`src/rtl/obstacle_scheduler_pkg.sv`:
```
// Shared definitions for the obstacle scheduler.
// - RandomNumLen / RandomCount: default width of one random value and values per batch.
// - state_e: 3-bit FSM state encoding (IDLE, REQ, LOAD, WAIT, SPAWN).
// - idx_width(): width of a slice index, never less than one bit.
package obstacle_scheduler_pkg;

  localparam int unsigned RandomNumLen = 4;
  localparam int unsigned RandomCount  = 4;

  typedef enum logic [2:0] {
    StIdle  = 3'd0,
    StReq   = 3'd1,
    StLoad  = 3'd2,
    StWait  = 3'd3,
    StSpawn = 3'd4
  } state_e;

  function automatic int unsigned idx_width(input int unsigned n);
    return (n > 1) ? $clog2(n) : 1;
  endfunction

endpackage

```
`src/rtl/obstacle_gap_counter.sv`:
```
// Gap countdown between obstacle spawns.
// Ports:
// - clock, reset   : rising-edge clock, asynchronous active-low reset
// - clear          : synchronous clear to zero (highest priority)
// - load, load_val : load a new gap in ticks
// - tick           : qualified game tick, decrements the count
// - expire         : tick arriving while the count is 1 (the gap-th tick)
module obstacle_gap_counter #(
  parameter int unsigned GAP_W = 8
) (
  input  logic             clock,
  input  logic             reset,
  input  logic             clear,
  input  logic             load,
  input  logic [GAP_W-1:0] load_val,
  input  logic             tick,
  output logic             expire
);

  logic [GAP_W-1:0] cnt_q;

  assign expire = tick && (cnt_q == GAP_W'(1));

  always_ff @(posedge clock or negedge reset) begin
    if (!reset) begin
      cnt_q <= '0;
    end else if (clear) begin
      cnt_q <= '0;
    end else if (load) begin
      cnt_q <= load_val;
    end else if (tick && (cnt_q != '0)) begin
      cnt_q <= cnt_q - GAP_W'(1);
    end
  end

endmodule

```
`src/rtl/obstacle_scheduler.sv`:
```
// Obstacle scheduler: requests a batch of random values, latches it and turns each
// value into an obstacle type plus a gap (in game ticks) before that obstacle spawns.
// Ports:
// - clock, reset : rising-edge clock, asynchronous active-low reset
// - enable       : game running; low returns to idle on the next edge
// - tick         : one-cycle game-step strobe
// - randoms      : batch from the generator, slice i = randoms[i*NUM_W +: NUM_W]
// - rand_start   : one-cycle request to the generator
// - spawn        : one-cycle spawn pulse
// - spawn_type   : type of the current/last spawn, held between pulses
// - busy         : high in every state except idle
// All outputs are registered.
module obstacle_scheduler
  import obstacle_scheduler_pkg::*;
#(
  parameter int unsigned NUM_W    = RandomNumLen,
  parameter int unsigned COUNT    = RandomCount,
  parameter int unsigned TYPE_W   = 2,
  parameter int unsigned GAP_MIN  = 8,
  parameter int unsigned GAP_STEP = 4,
  parameter int unsigned GAP_W    = 8
) (
  input  logic                   clock,
  input  logic                   reset,
  input  logic                   enable,
  input  logic                   tick,
  input  logic [NUM_W*COUNT-1:0] randoms,
  output logic                   rand_start,
  output logic                   spawn,
  output logic [TYPE_W-1:0]      spawn_type,
  output logic                   busy
);

  localparam int unsigned IDX_W = idx_width(COUNT);
  localparam logic [IDX_W-1:0] LastIdx = IDX_W'(COUNT - 1);

  state_e                   state_q;
  logic [NUM_W*COUNT-1:0]   buf_q;
  logic [IDX_W-1:0]         idx_q;
  logic [IDX_W-1:0]         nxt_idx;

  logic                     cnt_clear;
  logic                     cnt_load;
  logic [GAP_W-1:0]         cnt_load_val;
  logic                     cnt_tick;
  logic                     expire;

  function automatic logic [GAP_W-1:0] gap_of(input logic [NUM_W-1:0] v);
    logic [GAP_W-1:0] hi;
    hi = GAP_W'(v[NUM_W-1:TYPE_W]);
    return GAP_W'(GAP_MIN) + hi * GAP_W'(GAP_STEP);
  endfunction

  assign nxt_idx = idx_q + IDX_W'(1);

  // Counter control. Slice 0 is decoded straight from randoms in LOAD because
  // the buffer only captures it on that same edge.
  always_comb begin
    cnt_clear    = 1'b0;
    cnt_load     = 1'b0;
    cnt_load_val = '0;
    cnt_tick     = 1'b0;
    if (!enable) begin
      cnt_clear = 1'b1;
    end else begin
      unique case (state_q)
        StLoad: begin
          cnt_load     = 1'b1;
          cnt_load_val = gap_of(randoms[NUM_W-1:0]);
        end
        StWait:  cnt_tick = tick;
        StSpawn: begin
          if (idx_q != LastIdx) begin
            cnt_load     = 1'b1;
            cnt_load_val = gap_of(buf_q[nxt_idx*NUM_W +: NUM_W]);
          end
        end
        default: ;
      endcase
    end
  end

  obstacle_gap_counter #(
    .GAP_W (GAP_W)
  ) u_gap_counter (
    .clock    (clock),
    .reset    (reset),
    .clear    (cnt_clear),
    .load     (cnt_load),
    .load_val (cnt_load_val),
    .tick     (cnt_tick),
    .expire   (expire)
  );

  // FSM with outputs registered for the state being entered.
  always_ff @(posedge clock or negedge reset) begin
    if (!reset) begin
      state_q    <= StIdle;
      buf_q      <= '0;
      idx_q      <= '0;
      rand_start <= 1'b0;
      spawn      <= 1'b0;
      spawn_type <= '0;
      busy       <= 1'b0;
    end else if (!enable) begin
      // Abort wins over any tick; spawn_type keeps the last spawned type.
      state_q    <= StIdle;
      buf_q      <= '0;
      idx_q      <= '0;
      rand_start <= 1'b0;
      spawn      <= 1'b0;
      busy       <= 1'b0;
    end else begin
      rand_start <= 1'b0;
      spawn      <= 1'b0;
      busy       <= 1'b1;
      unique case (state_q)
        StIdle: begin
          state_q    <= StReq;
          rand_start <= 1'b1;
        end
        StReq: state_q <= StLoad;
        StLoad: begin
          buf_q   <= randoms;
          idx_q   <= '0;
          state_q <= StWait;
        end
        StWait: begin
          if (expire) begin
            state_q    <= StSpawn;
            spawn      <= 1'b1;
            spawn_type <= buf_q[idx_q*NUM_W +: TYPE_W];
          end
        end
        StSpawn: begin
          if (idx_q == LastIdx) begin
            state_q    <= StReq;
            rand_start <= 1'b1;
          end else begin
            idx_q   <= nxt_idx;
            state_q <= StWait;
          end
        end
        default: state_q <= StIdle;
      endcase
    end
  end

endmodule

```
`config.mk`:
```
export PLATFORM = sky130hd
export DESIGN_NAME = obstacle_scheduler
export DESIGN_NICKNAME = d
export VERILOG_FILES = /design/src/rtl/obstacle_scheduler_pkg.sv /design/src/rtl/obstacle_gap_counter.sv /design/src/rtl/obstacle_scheduler.sv
export SDC_FILE = /design/constraint.sdc
export NUM_CORES = 1
export LEC_CHECK = 0
export ABC_CLOCK_PERIOD_IN_PS = 3400
export BUFFER_PORTS_ARGS = -buffer_cell sky130_fd_sc_hd__buf_4
export CORE_MARGIN = 3
export CORE_UTILIZATION = 60
export DETAILED_ROUTE_END_ITERATION = 16
export GPL_ROUTABILITY_DRIVEN = 0
export PLACE_DENSITY = 0.83
export SLEW_MARGIN = 20
export SYNTH_ARGS = -nofsm -noshare
export SYNTH_HDL_FRONTEND = slang
export SYNTH_HIERARCHICAL = 1
export SYNTH_SLANG_ARGS = --single-unit
```
`constraint.sdc`:
```
create_clock -name clock -period 3.4 [get_ports clock]
set_input_delay 0.17 -clock clock [delete_from_list [all_inputs] [get_ports clock]]
set_output_delay 0.17 -clock clock [all_outputs]
set_load 0.01 [all_outputs]
```
==> summary.md, run 1 <==
| Metric | Value |
|---|---|
| Status | complete, no violations |
| Final hold violation count | 0 |
| Critical path type | reg2reg |
| Starting Density | 65.16% |
| 1st-pass router iterations | 4 |
| Antenna-violating nets left | 0 |
| RSZ-0062 raised after global routing | false |
| Crit path buffers/inverters | 0 |
| Clock Tree Buf Depth | 2 |
| Vias/cell | 5.904 |
| PnR Total Power | 0.8165 mW |
| Delay-heaviest family, CP | simple AND/OR/NAND/NOR gates |
| Via count | approximately 1500 |
| Sequential area share after synthesis | a little under half |
| Post-route minimum period | 2.594 ns |
| Post-CTS setup buffer count | 0 |
| Later-pin clock latency in the skew report | 0.33 ns |
| CP cell instances | nor2b_1 > and4_1 > nand2_1 > nor4_1 > and4_1 > mux2_2 |
| Max_slew headroom | 57.25% |
| Worst Path Required | 3.63 ns |
| Worst Clk Skew | about 0.0089 ns |
| Num rows | 19 |
| PortBufs | 24 |
| Critical Path Fanout Max | 13 |
| Most Crowded Layer GR | met2 |
| Crit end category | flop |
| Synth Area per Inst | 9.711 um^2 |
| GRT overflow | 0 |
| CTS sink cnt | 34 |
| Nets | ~240 |
| CP startpoint kind | flop |
| Worst-Margin Slew | around 0.64 ns |
| First-pass GRT wire length | 6.644 mm |
| I/O pins | 25 |
| Final count of pins violating max slew | 0 |
| CTS Hold Buffers Added | 1 |
| Post-Synthesis Cells | 193 |
| Tcrit/Tclk final | about three quarters |
| Largest net degree at the start of global routing | 35 |
| Routing usage on met2 | 38.71% |
| Yosys Warn Count | 6 |
| Clock transition at path regs | 0.11 ns |
| Layout area overhead | 13.68% |
| Core Region | 2877 um^2 |
| Tightest Hold Check Type | in2reg |
| Sum of negative setup slack | 0 ns |
| Routed WL | approximately 4.0 mm |
| Worst VDD drop | approximately 0.30 mV |
| CTS tree | done |
| Remaining DRCs | 0 |
| Achievable Freq | ~390 MHz |
| ANT cells | 0 |
| H-tree levels | 2 |
| Unique masters post-synth | between 40 and 50 |
| Root Buffer | clkbuf_4 |
| GRT Total Usage | between 20% and 30% |
| GR Layer Usage met3 | ~4.5% |
| Leakage | ~0.94 nW |
| CTS Buf Count | 5 |
| Fill cell count | between 200 and 250 |
| Global Route met1 Usage | between 30% and 40% |
| Synth Cell Area | 1874 um^2 |
| Post_cts resized | 0 |
| P per Cell Area | roughly 380 nW/um^2 |
| DR iter-0 viols | 137 |
| Initial antenna violation count | 0 |
| Hold_ws | roughly 0.012 ns |
| Die area | 3830 um^2 |
| Flops & latches, synth | 34 |
| Avg WL per Cell | about 15 um |
| Worst path max stage delay | about 0.58 ns |
| Worst path arrival time | roughly 2.8 ns |
| Vias in the first global route | about 1500 |
| Max stage delay cell, worst path | dfrtp_1 |
| Max_cap viols | 0 |
| Layout cell share with drive strength beyond 1 | 19.63% |
| Final setup fails | 0 |
| Die width | 61.89 um |
| Chip height | just over 60 um |
| Most common cell on crit path | and4_1 |
| Post-DP HPWL | between 2 and 3 mm |
==> logic make-up (layout without fill, tap and decap cells) <==
kind of cell,count (synthesis),in the layout,synth area share (%)
adders and majority gates,4,4,2.670
AOI/OAI and AO/OA,44,44,15.69
and+or+nand+nor,81,81,22.70
buffers and inverters,18,40,4.873
DFF,34,34,45.39
muxes,8,8,7.076
xor gates and xnor gates,3,3,1.402
other,1,5,0.2001
==> power by group <==
part,switching (mW),leakage [nW],total (mW),internal (mW)
combinational,0.0731,0.438,0.135,0.0618
clock,0.137,0.0353,0.237,0.100
sequential,0.0217,0.462,0.444,0.423
total,0.232,0.936,0.816,0.585
==> Yosys cell counts (all sizes together) <==
master | instances | area (um^2)
nand2 | 39 | 146.4
dfrtp | 34 | 850.8
a21oi | 22 | 110.1
nor2 | 10 | 37.54
buf | 7 | 50.05
inv | 6 | 22.52
clkbuf | 5 | 18.77
nor3b | 5 | 48.80
o21ai | 5 | 25.02
ha | 4 | 50.05
mux4 | 4 | 90.09
nor4b | 4 | 35.03
and4 | 3 | 26.28
nand2b | 3 | 18.77
nand3 | 3 | 15.01
nor4 | 3 | 18.77
o21a | 3 | 22.52
xnor2 | 3 | 26.28
a211oi | 2 | 15.01
and3 | 2 | 12.51
mux2 | 2 | 22.52
mux2i | 2 | 20.02
nor2b | 2 | 12.51
nor3 | 2 | 10.01
o22ai | 2 | 12.51
o2bb2ai | 2 | 17.52
or3b | 2 | 17.52
or4 | 2 | 18.77
a21o | 1 | 7.510
a221oi | 1 | 8.760
conb | 1 | 3.750
nand3b | 1 | 7.510
o211ai | 1 | 7.510
o21bai | 1 | 7.510
o221ai | 1 | 15.01
o31ai | 1 | 7.510
o32a | 1 | 10.01
o32ai | 1 | 27.53
==> worst reg2reg max path: cells and delay by family, from the launching register on <==
kind / cells / cell delay (ns)
flops: 1 / 0.58
simple gates: 5 / 1.56
mux: 1 / 0.36
==> metal layers <==
| layer | share of wire (%) | wire (um) | vias up |
|---|---|---|---|
| met5 | 0 | 0 | - |
| met4 | 0.94 | 38 | 0 |
| met3 | 5.3 | 212 | 8 |
| met2 | 51 | 2065 | 60 |
| met1 | 42 | 1706 | 741 |
| li1 | - | - | 732 |
==> placed cells by master, fill, tap and decap left out, types with 3 or more instances in the layout <==
cell,n
nor3b_1,4
nand2_1,39
buf_4,25
dfrtp_1,34
and4_1,3
a21oi_1,22
xnor2_1,3
inv_1,5
nand3_1,3
conb_1,5
nor4b_1,4
ha_1,4
mux4_2,4
clkbuf_4,5
nor2_1,10
o21ai_1,4
nand2b_1,3
o21a_1,3
nor4_1,3
==> worst paths after layout <==
| path | end | start | slack [ns] | cells after the start |
|---|---|---|---|---|
| min reg2reg | spawn_type[1] | spawn_type[1] | 0.52 | 1 |
| max reg2reg | spawn_type[0] | state_q[1] | 0.81 | 6 |
| max | spawn_type[0] | state_q[1] | 0.81 | 6 |
| max in group asynchronous | buf_q[11] | reset | 2.77 | 2 |
| min | busy | enable | 0.01 | 1 |
| min in group asynchronous | spawn | reset | 0.31 | 2 |
==> metrics by stage <==
step                      worst slack, ns  cell area (um^2)  utilization [%]  instances
final                              0.8058              2131            74.08        261
after global routing               0.6074              2131            74.08        261
after CTS                          0.8625              2131            74.08        261
after detailed placement           0.8780              2061            71.64        252
after global placement              1.108              2061            71.64        252
after floorplan                     1.324              1889                -        197
==> state kept, by name, summed over array words and instances (netlist names) <==
register,cells
buf_q,16
u_gap_counter/cnt_q,8
state_q,3
idx_q,2
spawn_type,2
busy,1
rand_start,1
spawn,1
==> cell type report <==
type	count	area [um^2]	area share [%]
multi-input cells	145	947.2	44.45
flip-flops and latches	34	850.8	39.93
repair buffers	26	197.7	9.278
clock buffers	7	55.05	2.584
well taps	42	52.55	2.466
inverters	6	22.52	1.057
clock inverters	1	5.005	0.2349
Power figures use the tool's default switching activity.
==> run 2, diff against run 1 <==
--- a/config.mk
+++ b/config.mk
@@ -5,13 +5,13 @@
 export SDC_FILE = /design/constraint.sdc
 export NUM_CORES = 1
 export LEC_CHECK = 0
-export ABC_CLOCK_PERIOD_IN_PS = 3400
+export ABC_CLOCK_PERIOD_IN_PS = 2300
 export BUFFER_PORTS_ARGS = -buffer_cell sky130_fd_sc_hd__buf_4
 export CORE_MARGIN = 3
-export CORE_UTILIZATION = 60
+export CORE_UTILIZATION = 51
 export DETAILED_ROUTE_END_ITERATION = 16
 export GPL_ROUTABILITY_DRIVEN = 0
-export PLACE_DENSITY = 0.83
+export PLACE_DENSITY = 0.75
 export SLEW_MARGIN = 20
 export SYNTH_ARGS = -nofsm -noshare
 export SYNTH_HDL_FRONTEND = slang
==> constraint.sdc (replaced) <==
create_clock -name clock -period 2.3 [get_ports clock]
set_input_delay 0.115 -clock clock [delete_from_list [all_inputs] [get_ports clock]]
set_output_delay 0.115 -clock clock [all_outputs]
set_load 0.01 [all_outputs]
==> run 2 against run 1 <==
  * Sequential cell count unchanged
  * Global-route usage fell by 2.5 points
  * Worst hold slack improved by 0.0061 ns
  * Sequential share of layout area fell by 2.0 points
  * Core utilization shrank 8.9 points
  * Setup slack worse by 0.65 ns
  * Final area increased by 5.3%
  * Die area rose by 16%
  * Via count grew 0.78%
  * Wire length rose by 1.3%
  * Largest cell class unchanged
==> summary.md, run 2 (synthesized netlist as in run 1, its figures left out) <==
| Metric | Value |
|---|---|
| Status | complete, no violations (unchanged) |
| GRT Total Usage | 21.04% (was 23.57%) |
| Worst path arrival time | 2.31 ns (was 2.82 ns) |
| 1st-pass router iterations | 4 (unchanged) |
| Max_slew headroom | 62.84% (was 57.25%) |
| Routing usage on met2 | 34.78% (was 38.71%) |
| CP startpoint kind | flop (unchanged) |
| Antenna-violating nets left | 0 (unchanged) |
| Global Route met1 Usage | 26.36% (was 30.86%) |
| Worst min-delay path startpoint | enable (unchanged) |
| DR iter-0 viols | 94 (was 137) |
| Die area | 4438 um^2 (was 3830 um^2) |
| Clock Tree Buf Depth | 2 (unchanged) |
| Tightest Hold Check Type | in2reg (unchanged) |
| I/O pins | 25 (unchanged) |
| Leakage | 0.9951 nW (was 0.9357 nW) |
| GR Layer Usage met3 | 5.734% (was 4.545%) |
| Worst path max stage delay | 0.58 ns (about the same) |
| Die width | 66.62 um (was 61.89 um) |
| Logic pwr share | 16.2% (was 16.5%) |
| Initial antenna violation count | 0 (unchanged) |
| Tcrit/Tclk final | 93.09% (was 76.30%) |
| Sw Ratio | 25.80% (was 28.37%) |
| Final hold violation count | 0 (unchanged) |
| Clock transition at path regs | 0.07 ns (was 0.11 ns) |
| Max stage delay cell, worst path | or4_4 (was dfrtp_1) |
| Worst Clk Skew | 0.01019 ns (was 0.008904 ns) |
| Worst-Margin Slew | 0.5567 ns (was 0.6405 ns) |
| Worst VDD drop | 0.4489 mV (was 0.2971 mV) |
| Nets | 249 (was 242) |
| PortBufs | 24 (unchanged) |
| Num rows | 21 (was 19) |
| Avg WL per Cell | 14.99 um (was 15.41 um) |
| Most frequent cells in the layout | 39 x nand2_1, 34 x dfrtp_1, 32 x buf_4, 22 x a21oi_1, 10 x nor2_1 (was 39 x nand2_1, 34 x dfrtp_1, 25 x buf_4, 22 x a21oi_1, 10 x nor2_1) |
| Fill cell count | 291 (was 212) |
| Delay-heaviest family, CP | simple AND/OR/NAND/NOR gates (unchanged) |
| Layout cell share with drive strength beyond 1 | 23.01% (was 19.63%) |
| Reg2reg path depth | 4 (was 6) |
| Post-DP Area | 2118 um^2 (was 2061 um^2) |
| Internal power | 1.045 mW (was 0.5848 mW) |
| CTS sink cnt | 34 (unchanged) |
| Register with the most flip-flops | buf_q (unchanged) |
| Starting Density | 54.45% (was 65.16%) |
| Crit path buffers/inverters | 0 (unchanged) |
| RSZ-0062 raised after global routing | false (unchanged) |
| Layout area overhead | 19.69% (was 13.68%) |
| Reg2reg start | u_gap_counter/cnt_q[6] (was state_q[1]) |
| Post-route minimum period | 2.141 ns (was 2.594 ns) |
| Core Region | 3442 um^2 (was 2877 um^2) |
| P per Cell Area | 627.6 nW/um^2 (was 383.2 nW/um^2) |
| Root Buffer | clkbuf_8 (was clkbuf_4) |
| CP startpoint | u_gap_counter/cnt_q[6] (was state_q[1]) |
| Critical path type | reg2reg (unchanged) |
| Remaining DRCs | 0 (unchanged) |
| Part of the power in registers | 45.9% (was 54.4%) |
| Most Crowded Layer GR | met2 (unchanged) |
| Most common cell after layout, fill and taps aside | nand2_1 (unchanged) |
| H-tree levels | 2 (unchanged) |
| Vias/cell | 5.710 (was 5.904) |
| Via count | 1553 (was 1541) |
| Largest register FFs | 16 (unchanged) |
| Post-DP HPWL | 2.923 mm (was 2.898 mm) |
| Pre-CTS setup slack | 0.01914 ns (was 0.8780 ns) |
| WHS Path Cells | 1 (unchanged) |
| GRT overflow | 0 (unchanged) |
| CTS Buf Count | 5 (unchanged) |
| Setup slack, reg-to-reg | 0.16 ns (was 0.81 ns) |
| Sw power | 0.3633 mW (was 0.2316 mW) |
| Critical Path Fanout Max | 4 (was 13) |
| Finished Core Util | 65.18% (was 74.08%) |
| Sum of negative setup slack | 0 ns (unchanged) |
| CP cell instances | or4_4 > nor4_2 > and4_1 > mux2_2 (was nor2b_1 > and4_1 > nand2_1 > nor4_1 > and4_1 > mux2_2) |
| ANT cells | 0 (unchanged) |
| First-pass GRT wire length | 7.024 mm (was 6.644 mm) |
| Worst Path Required | 2.47 ns (was 3.63 ns) |
| Achievable Freq | 467.1 MHz (was 385.5 MHz) |
| Later-pin clock latency in the skew report | 0.29 ns (was 0.33 ns) |
| Final count of pins violating max slew | 0 (unchanged) |
| Chip height | 66.62 um (was 61.89 um) |
| Post-route cell area | 2243 um^2 (was 2131 um^2) |
| Setup WS post-layout | 0.1590 ns (was 0.8058 ns) |
| Clock power share | 38.0% (was 29.0%) |
| Largest net degree at the start of global routing | 35 (unchanged) |
| Max_cap viols | 0 (unchanged) |
| Routed WL | 4.076 mm (was 4.023 mm) |
| Worst R2R End | spawn_type[1] (was spawn_type[0]) |
| Crit end category | flop (unchanged) |
| CTS tree | done (unchanged) |
| Largest regs | buf_q x16, u_gap_counter/cnt_q x8, state_q x3 (unchanged) |
| Vias in the first global route | 1530 (was 1479) |
| Final setup fails | 0 (unchanged) |
| Hold endpoint | busy (unchanged) |
run 2: per-stage QoR:
stage	power, mW	hold slack (ns)	std cells
after floorplan	0.8007	-0.1806	197
after global placement	0.8671	0.08153	263
after detailed placement	0.8790	0.08639	263
after CTS	1.420	0.001636	272
after global routing	1.477	0.008833	272
final	1.408	0.01795	272
run 2: worst max path at each step:
stage                    end  slack (ns)  cells after the start
2_1_floorplan  spawn_type[0]        0.22                      7
3_3_place_gp   spawn_type[1]        0.16                      4
4_1_cts        spawn_type[1]        0.17                      4
3_5_place_dp   spawn_type[1]        0.02                      4
5_1_grt        spawn_type[1]        0.03                      4
6_report       spawn_type[1]        0.16                      4
run 2: final cells by class:
| type | instances | area, um^2 | area share (%) |
|---|---|---|---|
| timing repair buffer | 33 | 250.2 | 11.15 |
| sequential | 34 | 850.8 | 37.93 |
| clock inverter | 3 | 40.04 | 1.785 |
| inverter | 6 | 22.52 | 1.004 |
| multi-input combinational | 145 | 953.4 | 42.50 |
| tap | 46 | 57.56 | 2.566 |
| clock buffer | 5 | 68.82 | 3.067 |
run 2: power groups by stage:
stage	logic, mW	registers [mW]	clock network (mW)
2_1_floorplan	0.146	0.655	0
5_1_grt	0.254	0.649	0.573
3_5_place_dp	0.223	0.656	0
6_report	0.227	0.646	0.535
4_1_cts	0.226	0.645	0.548
3_3_place_gp	0.213	0.654	0
run 2: what timing repair did:
item / 4_1_cts / 5_1_grt
gates resized for setup: 1 / 0
hold endpoints to repair: 34 / 0
setup buffers: 0 / 0
hold buffers: 1 / 0
setup endpoints to repair: 1 / 0
run 2: metal layers:
metal,wire length [um],vias up
met5,0,-
met4,62,0
met3,210,9
met2,2048,52
met1,1754,745
li1,-,747
